$ cat src/rtl/uart_rx_48.sv
// 8N1 UART receiver on the 48 MHz oscillator clock.
// Mid-bit sampling with a single-entry ready/valid holding register.
module uart_rx_48 #(
   parameter int BAUD_DIV = 417
) (
   input  logic       clk_48,
   input  logic       reset,
   input  logic       uart_rx,
   input  logic       rx_ready,
   output logic [7:0] rx_data,
   output logic       rx_valid,
   output logic       frame_error,
   output logic       overrun
);

   localparam logic [15:0] LAST = 16'(BAUD_DIV - 1);
   localparam logic [15:0] HALF = 16'((BAUD_DIV - 1) >> 1);

   typedef enum logic [2:0] {
      IDLE,
      START,
      DATA,
      STOP,
      WAIT_HI
   } state_t;

   state_t      state_q;
   logic [15:0] cnt_q;
   logic [2:0]  bit_idx_q;
   logic [7:0]  sh_q;
   logic        sync_q;
   logic        rx_s_q;
   logic [7:0]  data_q;
   logic        valid_q;
   logic        ferr_q;
   logic        ovr_q;
   logic        take;

   // A byte may load when the register is empty or is being drained now.
   assign take = !valid_q || rx_ready;

   always_ff @(posedge clk_48) begin
      if (reset) begin
         state_q   <= IDLE;
         cnt_q     <= '0;
         bit_idx_q <= '0;
         sh_q      <= '0;
         sync_q    <= 1'b1;
         rx_s_q    <= 1'b1;
         data_q    <= '0;
         valid_q   <= 1'b0;
         ferr_q    <= 1'b0;
         ovr_q     <= 1'b0;
      end else begin
         sync_q <= uart_rx;
         rx_s_q <= sync_q;
         ferr_q <= 1'b0;
         ovr_q  <= 1'b0;
         if (valid_q && rx_ready)
            valid_q <= 1'b0;
         case (state_q)
            IDLE: begin
               cnt_q <= '0;
               if (!rx_s_q)
                  state_q <= START;
            end
            START: begin
               if (cnt_q == HALF) begin
                  cnt_q     <= '0;
                  bit_idx_q <= '0;
                  state_q   <= rx_s_q ? IDLE : DATA;
               end else begin
                  cnt_q <= cnt_q + 16'd1;
               end
            end
            DATA: begin
               if (cnt_q == LAST) begin
                  sh_q      <= {rx_s_q, sh_q[7:1]};
                  cnt_q     <= '0;
                  bit_idx_q <= bit_idx_q + 3'd1;
                  if (bit_idx_q == 3'd7)
                     state_q <= STOP;
               end else begin
                  cnt_q <= cnt_q + 16'd1;
               end
            end
            STOP: begin
               if (cnt_q == LAST) begin
                  cnt_q <= '0;
                  if (rx_s_q) begin
                     state_q <= IDLE;
                     if (take) begin
                        data_q  <= sh_q;
                        valid_q <= 1'b1;
                     end else begin
                        ovr_q <= 1'b1;
                     end
                  end else begin
                     ferr_q  <= 1'b1;
                     state_q <= WAIT_HI;
                  end
               end else begin
                  cnt_q <= cnt_q + 16'd1;
               end
            end
            WAIT_HI: begin
               cnt_q <= '0;
               if (rx_s_q)
                  state_q <= IDLE;
            end
            default: state_q <= IDLE;
         endcase
      end
   end

   assign rx_data     = data_q;
   assign rx_valid    = valid_q;
   assign frame_error = ferr_q;
   assign overrun     = ovr_q;

endmodule
$ cat config.mk
export PLATFORM = sky130hd
export DESIGN_NAME = uart_rx_48
export DESIGN_NICKNAME = d
export VERILOG_FILES = /design/src/rtl/uart_rx_48.sv
export SDC_FILE = /design/constraint.sdc
export NUM_CORES = 1
export LEC_CHECK = 0
export ABC_AREA = 1
export CORE_UTILIZATION = 45
export DETAILED_ROUTE_END_ITERATION = 12
export GPL_TIMING_DRIVEN = 0
export HOLD_SLACK_MARGIN = 0.05
export PLACE_DENSITY = 0.62
export SLEW_MARGIN = 10
export SYNTH_ARGS = -nofsm -noshare
export SYNTH_HDL_FRONTEND = slang
export SYNTH_SLANG_ARGS = --single-unit
$ cat constraint.sdc
create_clock -name clk_48 -period 4.6 [get_ports clk_48]
set_clock_uncertainty 0.05 [all_clocks]
set_input_delay 1.38 -clock clk_48 [delete_from_list [all_inputs] [get_ports clk_48]]
set_output_delay 1.38 -clock clk_48 [all_outputs]
set_load 0.02 [all_outputs]
# Word-level counts from Yosys, hierarchy flattened
# Index checks and enable logic that the tools add are counted.
[word_totals]
register_bits = 43
latch_bits = 0
mem_bits_rw = 0
mem_bits_ro = 0
in_bits = 4
output_inout_bits = 11
elab_cells = 64
mem_count = 0
[classes]
n_addsub = 2
multipliers = 0
div_mod_pow = 0
n_lt_le_gt_ge = 0
n_eq_ne = 13
shift = 0
mux = 22
n_bitwise = 3
n_reduce_logical = 14
[ops]
columns = ["op", "n"]
rows = [
  ["case mux 16 bit (3 select lines)", 1],
  ["2-to-1 mux 16 bit", 2],
  ["2-to-1 mux 3 bit", 9],
  ["adder 16 x 1 -> 16 bit, second input constant", 1],
  ["== test 16 x 8 -> 1 bit, second input constant", 1],
  ["== test 16 x 9 -> 1 bit, second input constant", 1],
  ["case mux 3 bit (5 select lines)", 1],
  ["!= test 2 bit, second input constant", 6],
  ["2-to-1 mux 1 bit", 7],
  ["== test 3 x 2 -> 1 bit, second input constant", 2],
  ["== test 3 bit, second input constant", 2],
  ["case mux 3 bit (2 select lines)", 1],
  ["AND reduction 6 bit", 1],
  ["AND reduction 4 bit", 1],
  ["OR reduction 2 bit", 2],
  ["OR reduction 4 bit", 1],
  ["adder 3 x 1 -> 3 bit, second input constant", 1],
  ["== test 3 x 1 -> 1 bit, second input constant", 1],
  ["logical NOT 3 bit", 1],
  ["NOT 1 bit", 3],
  ["AND reduction 3 bit", 1],
  ["nonzero test 3 bit", 1],
  ["OR reduction 3 bit", 1],
  ["2-to-1 mux 2 bit", 1],
  ["other kinds (5)", 5],
]

# Depth between registers and ports, before layout
# Gate-level depths: netlist of the first run.
[logic_depth]
word_depth = 6
ltp_mapped = 12
depth_no_buf = 12

# Worst setup path after synthesis of the first run
# No wires, ideal clock.
[synth_path]
kind = "input -> register"
startpoint = "input port reset"
endpoint = "register state_q[2]"
setup_ns = 0.064
arrival_ns = 1.974
t_required_ns = 4.486
setup_slack_ns = 2.512
path_stages = 5
n_path_buf = 2
path_cell_list = "inv_1 > clkbuf_1 > buf_6 > nand2_1 > nor2_1"
[synth_lines]
columns = ["element", "line_no", "rtl"]
rows = [
  ["start: declaration", "7", "input logic reset,"],
  ["end signal: assignment", "71", "state_q <= rx_s_q ? IDLE : DATA;"],
  ["end: declaration", "27", "state_t state_q;"],
]

# Worst setup path in the final report of the first run
[layout_path]
startpoint = "register data_q[7], in the netlist rx_data[7]"
endpoint = "output port rx_data[7]"
[layout_lines]
columns = ["element", "line_no", "rtl"]
rows = [
  ["start: declaration", "33", "logic [7:0] data_q;"],
  ["start signal: assignment", "93", "data_q <= sh_q;"],
  ["end: declaration", "10", "output logic [7:0] rx_data,"],
]
# No word-level cell between the ends.

==> results of run 1 <==
synth_stat cells (all sizes together):
cell type	n	area, um^2
nand3	22	110
clkbuf	2	7.51
o21bai	1	7.51
a211oi	7	52.6
nor2	68	268
nor4	2	12.5
a21oi	12	63.8
inv	49	184
nand3b	1	7.51
o31ai	1	7.51
dfxtp	43	861
o21ai	6	30.0
buf	5	40.0
nand2	73	304
nor3	12	71.3
xnor2	1	8.76
nand4	4	25.0
or2	3	18.8
xor2	1	8.76
o21a	2	15.0
ha	4	50.1
cell families (layout without fill, tap and decap cells):
family,after synthesis,after routing
buf+inv,56,78
flops,43,43
simple gates,185,185
compound gates,29,29
xor+xnor,2,2
fa+ha+maj,4,4
metal layers:
layer,track usage,up-vias
met5,0,-
met4,0.0578,0
met3,0.0385,7
met2,0.294,48
met1,0.273,860
li1,-,1039
state kept, by name, summed over array words and instances (netlist names):
signal and cells:
state_q 3, rx_data 8, frame_error 1, cnt_q 16
sh_q 8, rx_s_q 1, overrun 1, rx_valid 1
bit_idx_q 3, sync_q 1
stage by stage:
step / std cells / cell area, um^2 / setup WS [ps] / util
2_1_floorplan: 319 / 2150 / 2510 / -
3_3_place_gp: 385 / 2360 / 1770 / 0.527
5_1_grt: 393 / 2490 / 1880 / 0.557
4_1_cts: 393 / 2490 / 1920 / 0.557
6_report: 393 / 2490 / 1930 / 0.557
3_5_place_dp: 385 / 2360 / 1770 / 0.527
cell type report:
| type | instances | area, um^2 |
|---|---|---|
| Inverter | 49 | 184 |
| Timing Repair Buffer | 14 | 140 |
| Fill cell | 438 | 1980 |
| Multi-Input combinational cell | 220 | 1060 |
| Sequential cell | 43 | 861 |
| Buffer | 7 | 47.5 |
| Clock inverter | 2 | 60.1 |
| Clock buffer | 6 | 72.6 |
| Tap cell | 52 | 65.1 |
power by group through the flow:
stage	sequential [mW]	clock, mW	combinational [mW]
3_3_place_gp	0.420	0	0.163
4_1_cts	0.411	0.359	0.165
6_report	0.411	0.349	0.166
2_1_floorplan	0.415	0	0.132
3_5_place_dp	0.420	0	0.164
5_1_grt	0.414	0.373	0.191
final timing paths:
path                                               from                    end  slack, ps  cells after the start
worst min register to register        sync_q$_SDFF_PP1_      rx_s_q$_SDFF_PP1_        370                      1
worst max register to register    cnt_q[0]$_SDFFE_PP0P_  cnt_q[6]$_SDFFE_PP0P_       2670                     10
worst max-delay path            rx_data[7]$_SDFFE_PP0P_             rx_data[7]       1930                      1
worst min-delay path                  sync_q$_SDFF_PP1_      rx_s_q$_SDFF_PP1_        370                      1
==> results.toml, run 1 <==
[drt]
ant_nets = 0
wl_met2_um = 1940
highest_layer = "met4"
drc_errors = 0
vias = 1954
met1_length_um = 2300
wl_met3_um = 217
via_per_inst = 4.97
drt-wirelength-per-cell_um = 11.5
drt_pass1_iterations = 7
drt_wl_total_um = 4510
drt_iter0_drc = 116

[floorplanning]
fp.dieW_um = 71.2
rows = 24
start_util = 0.481
core_area_um2 = 4470
die_h_um = 71.2
die_area_um2 = 5070
ios = 15

[pwr]
sw_frac_of_total = 0.280
clkPwrFrac = 0.377
p_per_area_nw_per_um2 = 372
intPower_uw = 667
seq_power_share = 0.444
switching_power_uw = 260
fin_total_pwr_uw = 927
power_leakage_nw = 1.07
pwr-share-comb = 0.179
peakVddDrop_mv = 0.223

[status]
status = "complete, no violations"

[critical_path]
crit_required_ps = 3170
arrival_ps = 1240
critPathMaxStageDelay_ps = 610
crit_family = "buffers and inverters"
critPathMaxFanout = 2
worstSetupStartpointType = "register"
path_class = "register to primary output"
end_kind = "primary output"
cp_cell_sequence = "clkdlybuf4s50_1"
worst-path-buf-inv = 1
slowest_stage = "clkdlybuf4s50_1"

[sta]
slew_headroom = 0.672
rsz0062_at_grt = "false"
hold_viol_final = 0
fin_tns_setup_ps = 0
period_needed_ps = 2670
whs_ps = 371
final_max_slew_viol_count = 0
fin_crit_sh = 0.581
setup_viol = 0
tightestPinTransition_ps = 492
fmax_mhz = 374

[clocking]
cts_tree = "built"
clkLatencyLatePin_ps = 300
htree_levels = 2
cts_resized = 0
clockRootBuffer = "clkbuf_8"
clock_path_buffers = 2
cts.sinks = 43
cts_made_buffers = 5
post-cts-setup-buffers = 0
cts_hold_buf = 0
path_clk_slew_ps = 80

[logic_synthesis]
syn_inst = 319
synth_seq_area_share = 0.400
yosys.area_share.adder = 0.0232
synth_mux_area_frac = 0
synth_compound_area_frac = 0.0819
synth_top_family_by_area = "simple AND/OR/NAND/NOR gates"
synth_area_per_cell_um2 = 6.75
yosys.area_share.simple = 0.379
synth_area_um2 = 2150
synth.distinct_cells = 30
synth-xor-area-share = 0.00813
syn-num-nets = 327
synth_seq_cells = 43
synth_warnings = 0

[flow_run]
drv_cap = 0

[placement]
place.gp.congestion = 0.852
dp_hpwl_um = 3370
port_buffers = 14

[global_route]
track_usage = 0.192
grt_max_degree = 14
first_global_vias = 1745
antenna_found_initial = 0
grt_pass1_wl_um = 7780
gr-total-overflow = 0

[hold_path]
hp-class = "register to register"

[finish]
layout-drive-gt1-share = 0.103
final_cell_mix = "nor2_1, nand2_1, dfxtp_1, inv_1, nand3_1"
synthToLayoutAreaGrowth_pct = 15.7
fin_nets = 348
antennaDiodeCount = 0
Note: power is estimated with default switching activity, not from simulation.
==> run 2: changes to the inputs <==
==> constraint.sdc (replaced) <==
create_clock -name clk_48 -period 2.6 [get_ports clk_48]
set_clock_uncertainty 0.05 [all_clocks]
set_input_delay 0.78 -clock clk_48 [delete_from_list [all_inputs] [get_ports clk_48]]
set_output_delay 0.78 -clock clk_48 [all_outputs]
set_load 0.02 [all_outputs]
==> results of run 2 <==
The final DEF is identical to that of run 1. Status: complete, no violations.
Main changes from that run: setup slack after placement 1770 ps -> 372 ps; setup slack after layout 1930 ps -> 529 ps; register-to-register setup slack 2670 ps -> 670 ps; total power 0.927 mW -> 1.64 mW; worst IR drop on VDD 0.223 mV -> 0.394 mV
==> run 3: changes to the inputs <==
--- a/config.mk
+++ b/config.mk
@@ -10,7 +10,7 @@
 export DETAILED_ROUTE_END_ITERATION = 12
 export GPL_TIMING_DRIVEN = 0
 export HOLD_SLACK_MARGIN = 0.05
-export PLACE_DENSITY = 0.62
+export PLACE_DENSITY = 0.64
 export SLEW_MARGIN = 10
 export SYNTH_ARGS = -nofsm -noshare
 export SYNTH_HDL_FRONTEND = slang
==> constraint.sdc (replaced) <==
create_clock -name clk_48 -period 1.9 [get_ports clk_48]
set_clock_uncertainty 0.05 [all_clocks]
set_input_delay 0.57 -clock clk_48 [delete_from_list [all_inputs] [get_ports clk_48]]
set_output_delay 0.57 -clock clk_48 [all_outputs]
set_load 0.02 [all_outputs]
==> run 3 against run 2 <==
Net effect:
- the flow now finishes with violations (DRC)
- non-clock buffer count unchanged
- register-to-register slack worse by 540 ps
- global-route usage is essentially flat
- combinational power up 42%
- first-iteration DRC count fell by 10%
- routed wire length fell by 1.8%
- die area is the same
- clock power is 16% higher
- largest cell class unchanged
- largest power group unchanged
==> results.toml, run 3 (synthesis results as in run 1) <==
[placement]
pre_cts_ws_ps = -108
placed_area_um2 = 2360
port_buffers = 14
place.gp.congestion = 0.866
dp_hpwl_um = 3300

[finish]
regArea_um2 = 861
largest_register_ffs = 16
multi_input_area_um2 = 1090
antennaDiodeCount = 0
layout-drive-gt1-share = 0.123
nFillCells = 428
synthToLayoutAreaGrowth_pct = 16.6
final_area_um2 = 2510
fin_util = 0.561
fin_nets = 348
final_cell_mix = "nor2_1, nand2_1, dfxtp_1, inv_1, nand3_1"
regMostFlops = "cnt_q"

[sta]
slew_headroom = 0.662
setup_viol = 0
fmax_mhz = 541
final_max_slew_viol_count = 0
fin_tns_setup_ps = 0
tightestPinTransition_ps = 507
rsz0062_at_grt = "false"
fin_crit_sh = 0.972
hold_viol_final = 0
period_needed_ps = 1850
whs_ps = 368
fin_ws_ps = 52.4

[floorplanning]
fp.dieW_um = 71.2
start_util = 0.481
core_area_um2 = 4470
die_area_um2 = 5070
rows = 24
die_h_um = 71.2
ios = 15

[global_route]
first_global_vias = 1798
met2_usage = 0.295
grt_pass1_wl_um = 7710
track_usage = 0.193
antenna_found_initial = 0
busiest_layer = "met2"
grtUsageMet3 = 0.0427
gr-usage-met1 = 0.267
gr-total-overflow = 0
grt_max_degree = 15

[clocking]
clock_path_buffers = 2
path_clk_slew_ps = 90
clkLatencyLatePin_ps = 290
cts_hold_buf = 0
cts_made_buffers = 5
cts.sinks = 43
clockRootBuffer = "clkbuf_8"
htree_levels = 2
cts_tree = "built"
post-cts-setup-buffers = 0

[status]
violations = "DRC"
status = "finished with violations"

[drt]
drt_pass1_iterations = 8
drc_errors = 2
vias = 1914
ant_nets = 0
drt_wl_total_um = 4430
drt_iter0_drc = 104
drt-wirelength-per-cell_um = 11.3
via_per_inst = 4.87

[pwr]
p_per_area_nw_per_um2 = 848
power_leakage_nw = 1.10
peakVddDrop_mv = 0.409

[critical_path]
arrival_ps = 1230
slowest_stage = "clkdlybuf4s50_1"
cp_cell_sequence = "clkdlybuf4s50_1"
crit_path_end = "rx_data[6]"
end_kind = "primary output"
worst-path-buf-inv = 1
cp-startpoint = "rx_data[6]$_SDFFE_PP0P_"
r2r_cells = 10
worstSetupStartpointType = "register"
crit_required_ps = 1280
r2r_slack_ps = 130
crit_family = "buffers and inverters"
path_class = "register to primary output"
reg2reg_from = "cnt_q[0]$_SDFFE_PP0P_"
critPathMaxFanout = 2
r2r-end = "cnt_q[10]$_SDFFE_PP0P_"
critPathMaxStageDelay_ps = 600
worstSetupPathDepth = 1

[hold_path]
hp-class = "register to register"
hp-start = "sync_q$_SDFF_PP1_"

[flow_run]
drv_cap = 0
==> run 3: changes by cell type in the layout (fill, tap and decap cells not counted), sizes merged <==
cell           change
clkinv             +2
bufinv             -1
clkbuf             -1
clkdlybuf4s50      -1
dlymetal6s2s       +1
==> run 3: worst min path at each step <==
stage | to | slack [ps] | depth (start not counted)
2_1_floorplan | rx_s_q$_SDFF_PP1_ | 340 | 1
3_3_place_gp | rx_s_q$_SDFF_PP1_ | 340 | 1
3_5_place_dp | rx_s_q$_SDFF_PP1_ | 350 | 1
4_1_cts | rx_s_q$_SDFF_PP1_ | 370 | 1
5_1_grt | rx_s_q$_SDFF_PP1_ | 380 | 1
6_report | rx_s_q$_SDFF_PP1_ | 370 | 1
==> run 3: cell type report <==
class | instances | share of cell area
multi-input combinational | 220 | 0.435
sequential | 43 | 0.343
inverter | 49 | 0.0733
timing repair buffer | 14 | 0.0568
clock buffer | 5 | 0.0274
tap | 52 | 0.0259
buffer | 7 | 0.0214
clock inverter | 3 | 0.0174
==> run 3: what timing repair did <==
item / in CTS / in global routing
pin swaps: 0 / 1
endpoints found under the setup margin: 10 / 16
resized for setup: 1 / 11
==> run 3: metal layers <==
layer,share of wire,wire length [um],vias up
li1,-,-,1047
met1,0.53,2350,826
met2,0.42,1850,35
met3,0.040,177,6
met4,0.012,51,0
met5,0,0,-
==> run 3: power by group <==
part / total, mW / internal (mW) / switching (mW)
clock: 0.716 / 0.392 / 0.325
sequential: 0.995 / 0.953 / 0.0412
combinational: 0.418 / 0.142 / 0.276
==> run 3: metrics by stage <==
step | cells | power, mW
global route | 393 | 2.27
global placement | 385 | 1.41
detailed placement | 385 | 1.41
CTS | 393 | 2.14
floorplan | 319 | 1.32
finish | 393 | 2.13
